File: src/rtl/machine_timer.sv
// Purpose : RISC-V machine timer (mtime/mtimecmp) and msip register on the core data bus.
// Latency : request accepted in cycle N, data_ack pulses in cycle N+1; timer_interrupt lags mtime by one cycle.
// Backpr. : none; the master holds data_req until data_ack, and unselected requests are never acked.
//
// Ports:
//   clk, rstz            clock and synchronous active-low reset
//   data_addr            byte address; [31:5] selects the window, [4:2] the register, [1:0] ignored
//   data_wr_data         write data, merged per byte under data_mask
//   data_mask            byte-lane enables
//   data_wr_en           1 = write, 0 = read
//   data_req             request, held until data_ack
//   data_ack             one-cycle acknowledge
//   data_rd_data         read data, valid while data_ack = 1, holds otherwise
//   timer_interrupt      registered (mtime >= mtimecmp)
//   software_interrupt   msip[0]
//
// BASE_ADDR must be 32-byte aligned; its low five bits take no part in decode.
// TICK_DIV is the number of clk cycles per mtime increment (1..65536).

module machine_timer #(
    parameter logic [31:0] BASE_ADDR = 32'h0000_1000,
    parameter int unsigned TICK_DIV  = 1
) (
    input  logic        clk,
    input  logic        rstz,
    input  logic [31:0] data_addr,
    input  logic [31:0] data_wr_data,
    input  logic [3:0]  data_mask,
    input  logic        data_wr_en,
    input  logic        data_req,
    output logic        data_ack,
    output logic [31:0] data_rd_data,
    output logic        timer_interrupt,
    output logic        software_interrupt
);

    // ------------------------------------------------------------------
    // Local parameters
    // ------------------------------------------------------------------
    localparam int unsigned     PW       = (TICK_DIV > 1) ? $clog2(TICK_DIV) : 1;
    localparam logic [PW-1:0]   PRE_LAST = PW'(TICK_DIV - 1);

    localparam logic [2:0] OFF_MSIP     = 3'd0;
    localparam logic [2:0] OFF_CMP_LO   = 3'd1;
    localparam logic [2:0] OFF_CMP_HI   = 3'd2;
    localparam logic [2:0] OFF_MTIME_LO = 3'd3;
    localparam logic [2:0] OFF_MTIME_HI = 3'd4;

    typedef enum logic {
        IDLE = 1'b0,
        RESP = 1'b1
    } state_t;

    // ------------------------------------------------------------------
    // State
    // ------------------------------------------------------------------
    state_t        state_q,    state_d;
    logic          msip_q,     msip_d;
    logic [63:0]   mtimecmp_q, mtimecmp_d;
    logic [63:0]   mtime_q,    mtime_d;
    logic [PW-1:0] pre_q,      pre_d;
    logic [31:0]   rd_data_q,  rd_data_d;
    logic          tmr_irq_q,  tmr_irq_d;

    // ------------------------------------------------------------------
    // Decode
    // ------------------------------------------------------------------
    logic       sel;
    logic       accept;
    logic       wr_acc;
    logic [2:0] off;
    logic       tick;
    logic       mtime_wr;
    logic [31:0] rd_word;

    // Byte-offset bits carry no meaning for word registers.
    logic unused_addr_lsbs;
    assign unused_addr_lsbs = ^data_addr[1:0];

    // Byte-lane merge: lanes with a set mask bit take the new byte.
    function automatic logic [31:0] lane_merge(
        input logic [31:0] old_val,
        input logic [31:0] new_val,
        input logic [3:0]  mask
    );
        logic [31:0] res;
        res = old_val;
        for (int b = 0; b < 4; b++) begin
            if (mask[b]) begin
                res[8*b +: 8] = new_val[8*b +: 8];
            end
        end
        return res;
    endfunction

    always_comb begin
        sel      = (data_addr[31:5] == BASE_ADDR[31:5]);
        off      = data_addr[4:2];
        // Requests are only taken in IDLE; data_req is ignored while acking.
        accept   = (state_q == IDLE) && data_req && sel;
        wr_acc   = accept && data_wr_en;
        mtime_wr = wr_acc && ((off == OFF_MTIME_LO) || (off == OFF_MTIME_HI));
    end

    // ------------------------------------------------------------------
    // Handshake FSM
    // ------------------------------------------------------------------
    always_comb begin
        state_d = state_q;
        case (state_q)
            IDLE: begin
                if (accept) begin
                    state_d = RESP;
                end
            end
            RESP: begin
                state_d = IDLE;
            end
            default: begin
                state_d = IDLE;
            end
        endcase
    end

    assign data_ack = (state_q == RESP);

    // ------------------------------------------------------------------
    // Prescaler: free-running, never disturbed by bus writes
    // ------------------------------------------------------------------
    always_comb begin
        tick  = (pre_q == PRE_LAST);
        pre_d = tick ? '0 : pre_q + PW'(1);
    end

    // ------------------------------------------------------------------
    // Read path: captures the pre-write register value at the accept edge
    // ------------------------------------------------------------------
    always_comb begin
        rd_word = '0;
        case (off)
            OFF_MSIP:     rd_word = {31'd0, msip_q};
            OFF_CMP_LO:   rd_word = mtimecmp_q[31:0];
            OFF_CMP_HI:   rd_word = mtimecmp_q[63:32];
            OFF_MTIME_LO: rd_word = mtime_q[31:0];
            OFF_MTIME_HI: rd_word = mtime_q[63:32];
            default:      rd_word = '0;
        endcase
    end

    always_comb begin
        rd_data_d = rd_data_q;
        if (accept) begin
            rd_data_d = data_wr_en ? 32'd0 : rd_word;
        end
    end

    // ------------------------------------------------------------------
    // Register writes and mtime increment
    // ------------------------------------------------------------------
    always_comb begin
        msip_d = msip_q;
        if (wr_acc && (off == OFF_MSIP) && data_mask[0]) begin
            msip_d = data_wr_data[0];
        end
    end

    always_comb begin
        mtimecmp_d = mtimecmp_q;
        if (wr_acc && (off == OFF_CMP_LO)) begin
            mtimecmp_d[31:0] = lane_merge(mtimecmp_q[31:0], data_wr_data, data_mask);
        end
        if (wr_acc && (off == OFF_CMP_HI)) begin
            mtimecmp_d[63:32] = lane_merge(mtimecmp_q[63:32], data_wr_data, data_mask);
        end
    end

    // A software write to mtime wins over a coincident tick: the unwritten
    // bytes hold and the increment for that tick is dropped.
    always_comb begin
        mtime_d = mtime_q;
        if (mtime_wr) begin
            if (off == OFF_MTIME_LO) begin
                mtime_d[31:0] = lane_merge(mtime_q[31:0], data_wr_data, data_mask);
            end
            if (off == OFF_MTIME_HI) begin
                mtime_d[63:32] = lane_merge(mtime_q[63:32], data_wr_data, data_mask);
            end
        end else if (tick) begin
            mtime_d = mtime_q + 64'd1;
        end
    end

    // Compare uses the values that were registered at the previous edge.
    always_comb begin
        tmr_irq_d = (mtime_q >= mtimecmp_q);
    end

    // ------------------------------------------------------------------
    // Registers
    // ------------------------------------------------------------------
    always_ff @(posedge clk) begin
        if (!rstz) begin
            state_q    <= IDLE;
            msip_q     <= 1'b0;
            mtimecmp_q <= 64'hFFFF_FFFF_FFFF_FFFF;
            mtime_q    <= 64'd0;
            pre_q      <= '0;
            rd_data_q  <= 32'd0;
            tmr_irq_q  <= 1'b0;
        end else begin
            state_q    <= state_d;
            msip_q     <= msip_d;
            mtimecmp_q <= mtimecmp_d;
            mtime_q    <= mtime_d;
            pre_q      <= pre_d;
            rd_data_q  <= rd_data_d;
            tmr_irq_q  <= tmr_irq_d;
        end
    end

    assign data_rd_data       = rd_data_q;
    assign timer_interrupt    = tmr_irq_q;
    assign software_interrupt = msip_q;

endmodule

File: config.mk
export PLATFORM = sky130hd
export DESIGN_NAME = machine_timer
export DESIGN_NICKNAME = d
export VERILOG_FILES = /design/src/rtl/machine_timer.sv
export SDC_FILE = /design/constraint.sdc
export NUM_CORES = 1
export LEC_CHECK = 0
export CAP_MARGIN = 5
export CORE_MARGIN = 2
export CORE_UTILIZATION = 50
export CTS_CLUSTER_SIZE = 8
export DETAILED_ROUTE_END_ITERATION = 10
export PLACE_DENSITY = 0.81
export SLEW_MARGIN = 15
export SYNTH_ARGS = -nofsm -noshare
export SYNTH_HDL_FRONTEND = slang
export SYNTH_SLANG_ARGS = --single-unit
File: constraint.sdc
create_clock -name clk -period 2.9 [get_ports clk]
set_clock_uncertainty 0.1 [all_clocks]
set_input_delay 0.58 -clock clk [delete_from_list [all_inputs] [get_ports clk]]
set_output_delay 0.58 -clock clk [all_outputs]
set_load 0.02 [all_outputs]
### Word-level counts from Yosys, hierarchy flattened

Cells that the tools add are included.

| word-level totals | value |
|---|---|
| latch bits | 0 |
| RAM bits | 0 |
| memories kept | 0 |
| output and inout bits | 35 |
| input bits | 72 |
| memory bits (read-only) | 0 |
| register bits | 164 |
| word-level logic and storage cells | 76 |

| cells by class | value |
|---|---|
| bitwise operators | 1 |
| div/mod/pow operators | 0 |
| order comparisons | 1 |
| equality and inequality tests | 12 |
| reduce and logical (&&, ||, !) cells | 27 |
| $add $sub $neg | 2 |
| shift-type cells | 0 |
| mux-type cells | 12 |
| multipliers | 0 |

Operator list:

| cell | count |
|---|---|
| 32-bit case mux with 5 select lines | 1 |
| 64-bit 2-to-1 mux | 2 |
| 32-bit 2-to-1 mux | 3 |
| 64-bit by 1-bit adder with 64-bit output, second input constant | 1 |
| 64-bit greater-or-equal comparator | 1 |
| 8-bit 2-to-1 mux | 4 |
| 27-bit by 8-bit equality test with 1-bit output, second input constant | 1 |
| 3-bit AND reduction | 8 |
| 2-bit AND reduction | 9 |
| 1-bit logical AND | 8 |
| 2-bit != test, second input constant | 4 |
| 3-bit by 2-bit equality test with 1-bit output, second input constant | 2 |
| 2-bit by 1-bit != test with 1-bit output, second input constant | 3 |
| 3-bit by 1-bit equality test with 1-bit output, second input constant | 1 |
| 3-bit equality test, second input constant | 1 |
| 3-bit logical NOT | 1 |
| 1-bit case mux with 2 select lines | 1 |
| 1-bit adder, second input constant | 1 |
| 1-bit logical OR | 1 |
| 1-bit 2-to-1 mux | 1 |
| 1-bit NOT | 1 |

### Logic depth before layout (Yosys ltp)

Gate-level depths: netlist (run 1).

| logic depth | value |
|---|---|
| word-level depth | 7 |
| mapped depth | 11 |
| depth with buffers taken out | 8 |

### Worst setup path after synthesis (run 1)

OpenSTA, ideal clock, no wires.

| timing | value |
|---|---|
| path kind | input port to flip-flop |
| from | input port data_addr[2] |
| to | register mtime_q[60] |
| data arrival time | 2.509 ns |
| library setup time | 0.126 ns |
| stages on the path | 11 |
| path buffers | 5 |
| data required time | 2.674 ns |
| path slack | 0.166 ns |
| cells stage by stage | clkbuf_1 -> and3b_1 -> clkbuf_1 -> o21ai_0 -> nor3_1 -> clkbuf_1 -> buf_2 -> buf_1 -> a31oi_1 -> o211ai_1 -> o21ai_0 |

| between the ends | value |
|---|---|
| longest elaborated chain between the ends | 5 |
| elaborated cells between the ends (all ways) | 9 |
| classes of those cells | 5 x eq/ne; 1 x mux; 3 x reduce/logical |

Ends and longest elaborated chain:

| element | RTL line | RTL |
|---|---|---|
| start: declaration | 26 | `input logic [31:0] data_addr,` |
| 3-bit by 2-bit equality test with 1-bit output / 3-bit equality test (equally long branches) | 102, 185 |  |
| 1-bit logical OR | 102 | `mtime_wr = wr_acc && ((off == OFF_MTIME_LO) \|\| (off == OFF_MTIME_HI));` |
| 1-bit logical AND | 102 |  |
| 2-bit != test (no source line) / 2-bit by 1-bit != test with 1-bit output (equally long branches) | -- |  |
| 3-bit AND reduction (no source line) | -- |  |
| end signal: assignment | 214 | `mtime_q <= mtime_d;` |
| end: declaration | 60 | `logic [63:0] mtime_q, mtime_d;` |

Several ways; a longest one is shown, not always the timed one.
A chain may end at the register's enable or synchronous reset.

### Worst setup path after layout (run 1)

| timing | value |
|---|---|
| from | register mtimecmp_q[61] |
| to | register tmr_irq_q, in the netlist timer_interrupt |

| between the ends | value |
|---|---|
| longest elaborated chain between the ends | 1 |

Ends and longest elaborated chain:

| element | RTL line | RTL |
|---|---|---|
| start: declaration | 59 | `logic [63:0] mtimecmp_q, mtimecmp_d;` |
| start signal: assignment | 213 | `mtimecmp_q <= mtimecmp_d;` |
| 64-bit greater-or-equal comparator | 195 | `tmr_irq_d = (mtime_q >= mtimecmp_q);` |
| end signal: assignment | 217 | `tmr_irq_q <= tmr_irq_d;` |
| end: declaration | 63 | `logic tmr_irq_q, tmr_irq_d;` |

Every way passes these cells.

==> flow_summary.json, run 1 <==
{
  "status": "finished, final reports clean",
  "netlist.area_leader.share_pct": 32.0,
  "commonest_cells_post_synth": "164 x sky130_fd_sc_hd__dfxtp_1, 155 x sky130_fd_sc_hd__nand2_1, 150 x sky130_fd_sc_hd__a21oi_1, 79 x sky130_fd_sc_hd__nor2_1, 72 x sky130_fd_sc_hd__inv_1",
  "dr_total_vias": 11300,
  "post_drt_wl_per_cell_um": 20.1,
  "std_cell_rows": 52,
  "hold_start": "data_rd_data[0]$_SDFFE_PN0N_",
  "dr_vias_cell": 6.40,
  "critPathLaunch": "mtimecmp_q[61]$_SDFFE_PN1P_",
  "design.die.area_um2": 21700,
  "minimum_hold_slack_ps": 357,
  "mappedNetlistArea_um2": 10300,
  "syn_avg_cell_area_um2": 7.78,
  "vdd.ir_drop.worst_uv": 378,
  "post-route-util_pct": 64.6,
  "post_route_cells_drive_above_1_share_pct": 13.4,
  "dp.final_hpwl_um": 25800,
  "final-max-slew-violation-count": 0,
  "insertion_delay_ps": 440,
  "grt_util_met3_pct": 6.06,
  "sequential_area_share_after_synthesis_pct": 32.0,
  "pre_cts_ws_ps": -147,
  "numClockSinks": 164,
  "clock_tree.root_cell": "sky130_fd_sc_hd__clkbuf_16",
  "measured_slew_at_the_worst_slew_check_pin_ps": 689,
  "max_cap_viol_count": 0,
  "cts_htree_levels": 4,
  "worst-endpoint-required_ps": 3170,
  "number_of_buffers_and_inverters_on_the_critical_path": 2,
  "ant_nets": 0,
  "hold_violations": 0,
  "power_per_cell_area_nw_per_um2": 377,
  "fin_crit_sh_pct": 96.2,
  "critical-path-top-delay-family": "simple AND/OR/NAND/NOR gates",
  "fp.coreArea_um2": 20200,
  "fp.dieW_um": 147,
  "grt_antenna_before_repair": 1,
  "max_slew_margin_pct": 54.0,
  "drcViolationCount": 0,
  "post_cts_buffers": 0,
  "timing.rr.start": "mtimecmp_q[61]$_SDFFE_PN1P_",
  "worst_setup_path_end_kind": "flop",
  "yosys.cell_count.top_type": "sky130_fd_sc_hd__dfxtp_1",
  "grt.met2_usage_pct": 52.9,
  "die_height_um": 147,
  "setup_slack_ps": 110,
  "max-clock-path-buffers": 2,
  "antenna_cells": 0,
  "finalSetupTns_ps": 0,
  "finalWorstPathRequiredPeriod_ps": 2790,
  "drt_pre_antenna_iters": 8,
  "total_congestion_overflow_after_global_routing": 0,
  "worst_path_largest_cell_delay_ps": 700,
  "synth_top_flop_cell": "sky130_fd_sc_hd__dfxtp_1",
  "ys_async_rst_share_pct": 0,
  "io_pins": 107,
  "yosys_register_bits": 164,
  "nets": 1628,
  "timing.critical_path.slowest_stage_cell": "sky130_fd_sc_hd__or4_1",
  "grt_util_all_layers_pct": 32.6,
  "cts_tree": "done",
  "grt.busiest_layer": "met2",
  "rsz_0062_raised_after_global_routing": "false",
  "crit_path_cell_trace": "inv_1 -> ha_1 -> nand4_1 -> or3_1 -> or4_1 -> a21oi_1 -> buf_4 -> o41ai_1 -> nand3_1",
  "synth_nets": 1454,
  "clock_transition_at_the_register_clock_pins_on_the_worst_setup_and_hold_paths_after_cts_ps": 70,
  "first_global_vias": 10800,
  "p_leak_nw": 5.93,
  "setup_violations": 0,
  "critical_path_arrival_ps": 3060,
  "tritoncts_buffers": 17,
  "yosys_warnings": 0,
  "port-buffer-count": 104,
  "cts_hold_buf": 0,
  "maximum_number_of_pins_on_one_net_before_global_route_repair": 57,
  "yosys.cell_types.count": 64,
  "gp_congestion": 1.00,
  "met1_usage_pct": 43.0,
  "synthesized_netlist_cell_count": 1317,
  "yosys.area.top_type": "sky130_fd_sc_hd__dfxtp_1",
  "filler_cell_count": 1700,
  "max_freq_mhz": 358,
  "cts-resized-gates": 0,
  "worst-setup-path-type": "flop to flop",
  "dpl.cell_count": 1742,
  "critPathMaxFanout": 3,
  "wirelength_um": 35700,
  "grt_first_pass_wirelength_um": 56900,
  "worstHoldPathType": "flop to flop",
  "areaGrowthSynthToFinish_pct": 27.0,
  "starting_density_of_the_core_pct": 50.8,
  "post_synth_main_area_contributors": "sky130_fd_sc_hd__dfxtp_1 32%, sky130_fd_sc_hd__ha_1 7.9%, sky130_fd_sc_hd__a21oi_1 7.3%",
  "synth_edf_count": 0,
  "non_filler_instance_count_after_layout": 1773,
  "drc_marker_count_from_the_first_detailed_route_iteration": 1314,
  "critical_path.startpoint_type": "flop"
}
## kinds of logic after synthesis
family	Yosys count	synth area share, %
buffers and inverters	160	6.10
muxes	68	6.66
other	1	0.0366
adders and majority gates	65	7.93
and+or+nand+nor	446	21.9
DFF	164	32.0
AOI/OAI and AO/OA	413	25.3
## metrics by stage
stage                     instance area, µm²  total power, W
after floorplan                        10300         0.00245
after global placement                 12400         0.00266
after detailed placement               12400         0.00266
after CTS                              13000         0.00491
after global routing                   13000         0.00503
final                                  13000         0.00490
## worst min-delay path, cell delays in order, from the launching register on
cell and delay, ps:
sky130_fd_sc_hd__dfxtp_1 310, sky130_fd_sc_hd__nand2_1 50, sky130_fd_sc_hd__a21oi_1 50
## report_power, final
part | internal (W) | total, W | switching, W
combinational | 0.000161 | 0.000362 | 0.000201
clock | 0.00127 | 0.00228 | 0.00101
sequential | 0.00226 | 0.00226 | 0.00000676
total | 0.00369 | 0.00490 | 0.00121
## path summary, 6_finish.rpt
check	slack, ps	end	cells past startpoint
min reg2reg	360	data_rd_data[0]$_SDFFE_PN0N_	2
min	360	data_rd_data[0]$_SDFFE_PN0N_	2
max	110	timer_interrupt$_SDFF_PN0_	9
max reg2reg	110	timer_interrupt$_SDFF_PN0_	9
## cells in the final DEF (no fill, tap or decap), types with 19 or more instances in the layout
master,synthesis,routed
sky130_fd_sc_hd__a21oi_1,150,150
sky130_fd_sc_hd__a22oi_1,63,63
sky130_fd_sc_hd__a31oi_1,20,20
sky130_fd_sc_hd__buf_4,0,132
sky130_fd_sc_hd__clkdlybuf4s50_1,0,103
sky130_fd_sc_hd__dfxtp_1,164,164
sky130_fd_sc_hd__ha_1,65,65
sky130_fd_sc_hd__inv_1,72,72
sky130_fd_sc_hd__mux2i_1,66,66
sky130_fd_sc_hd__nand2_1,155,155
sky130_fd_sc_hd__nand3_1,33,32
sky130_fd_sc_hd__nand4_1,39,39
sky130_fd_sc_hd__nor2_1,79,79
sky130_fd_sc_hd__nor3_1,20,19
sky130_fd_sc_hd__nor4_1,28,26
sky130_fd_sc_hd__o21ai_0,70,70
## state kept, by name (all words and copies together) (netlist names)
signal and cells:
data_rd_data 32, software_interrupt 1, timer_interrupt 1, mtimecmp_q 64, data_ack 1, pre_q 1, mtime_q 64
## layer usage
layer | wire [µm] | vias up
li1 | - | 5235
met1 | 14400 | 5309
met2 | 16300 | 685
met3 | 3730 | 115
met4 | 1150 | 2
met5 | 13 | -
## area by class of cell
type	instances	area [µm²]	area share, %
flip-flops and latches	164	3280	25.2
inverters	73	274	2.10
clock inverters	14	155	1.19
clock buffers	17	425	3.27
repair buffers	242	2160	16.6
well taps	270	338	2.59
multi-input cells	993	6390	49.0
Power figures use the tool's default switching activity.
==> run 2, diff against run 1 <==
SLEW_MARGIN = 20   (was 15)
==> results of run 2 <==
No change in the layout: final DEF, timing and power equal those of run 1.
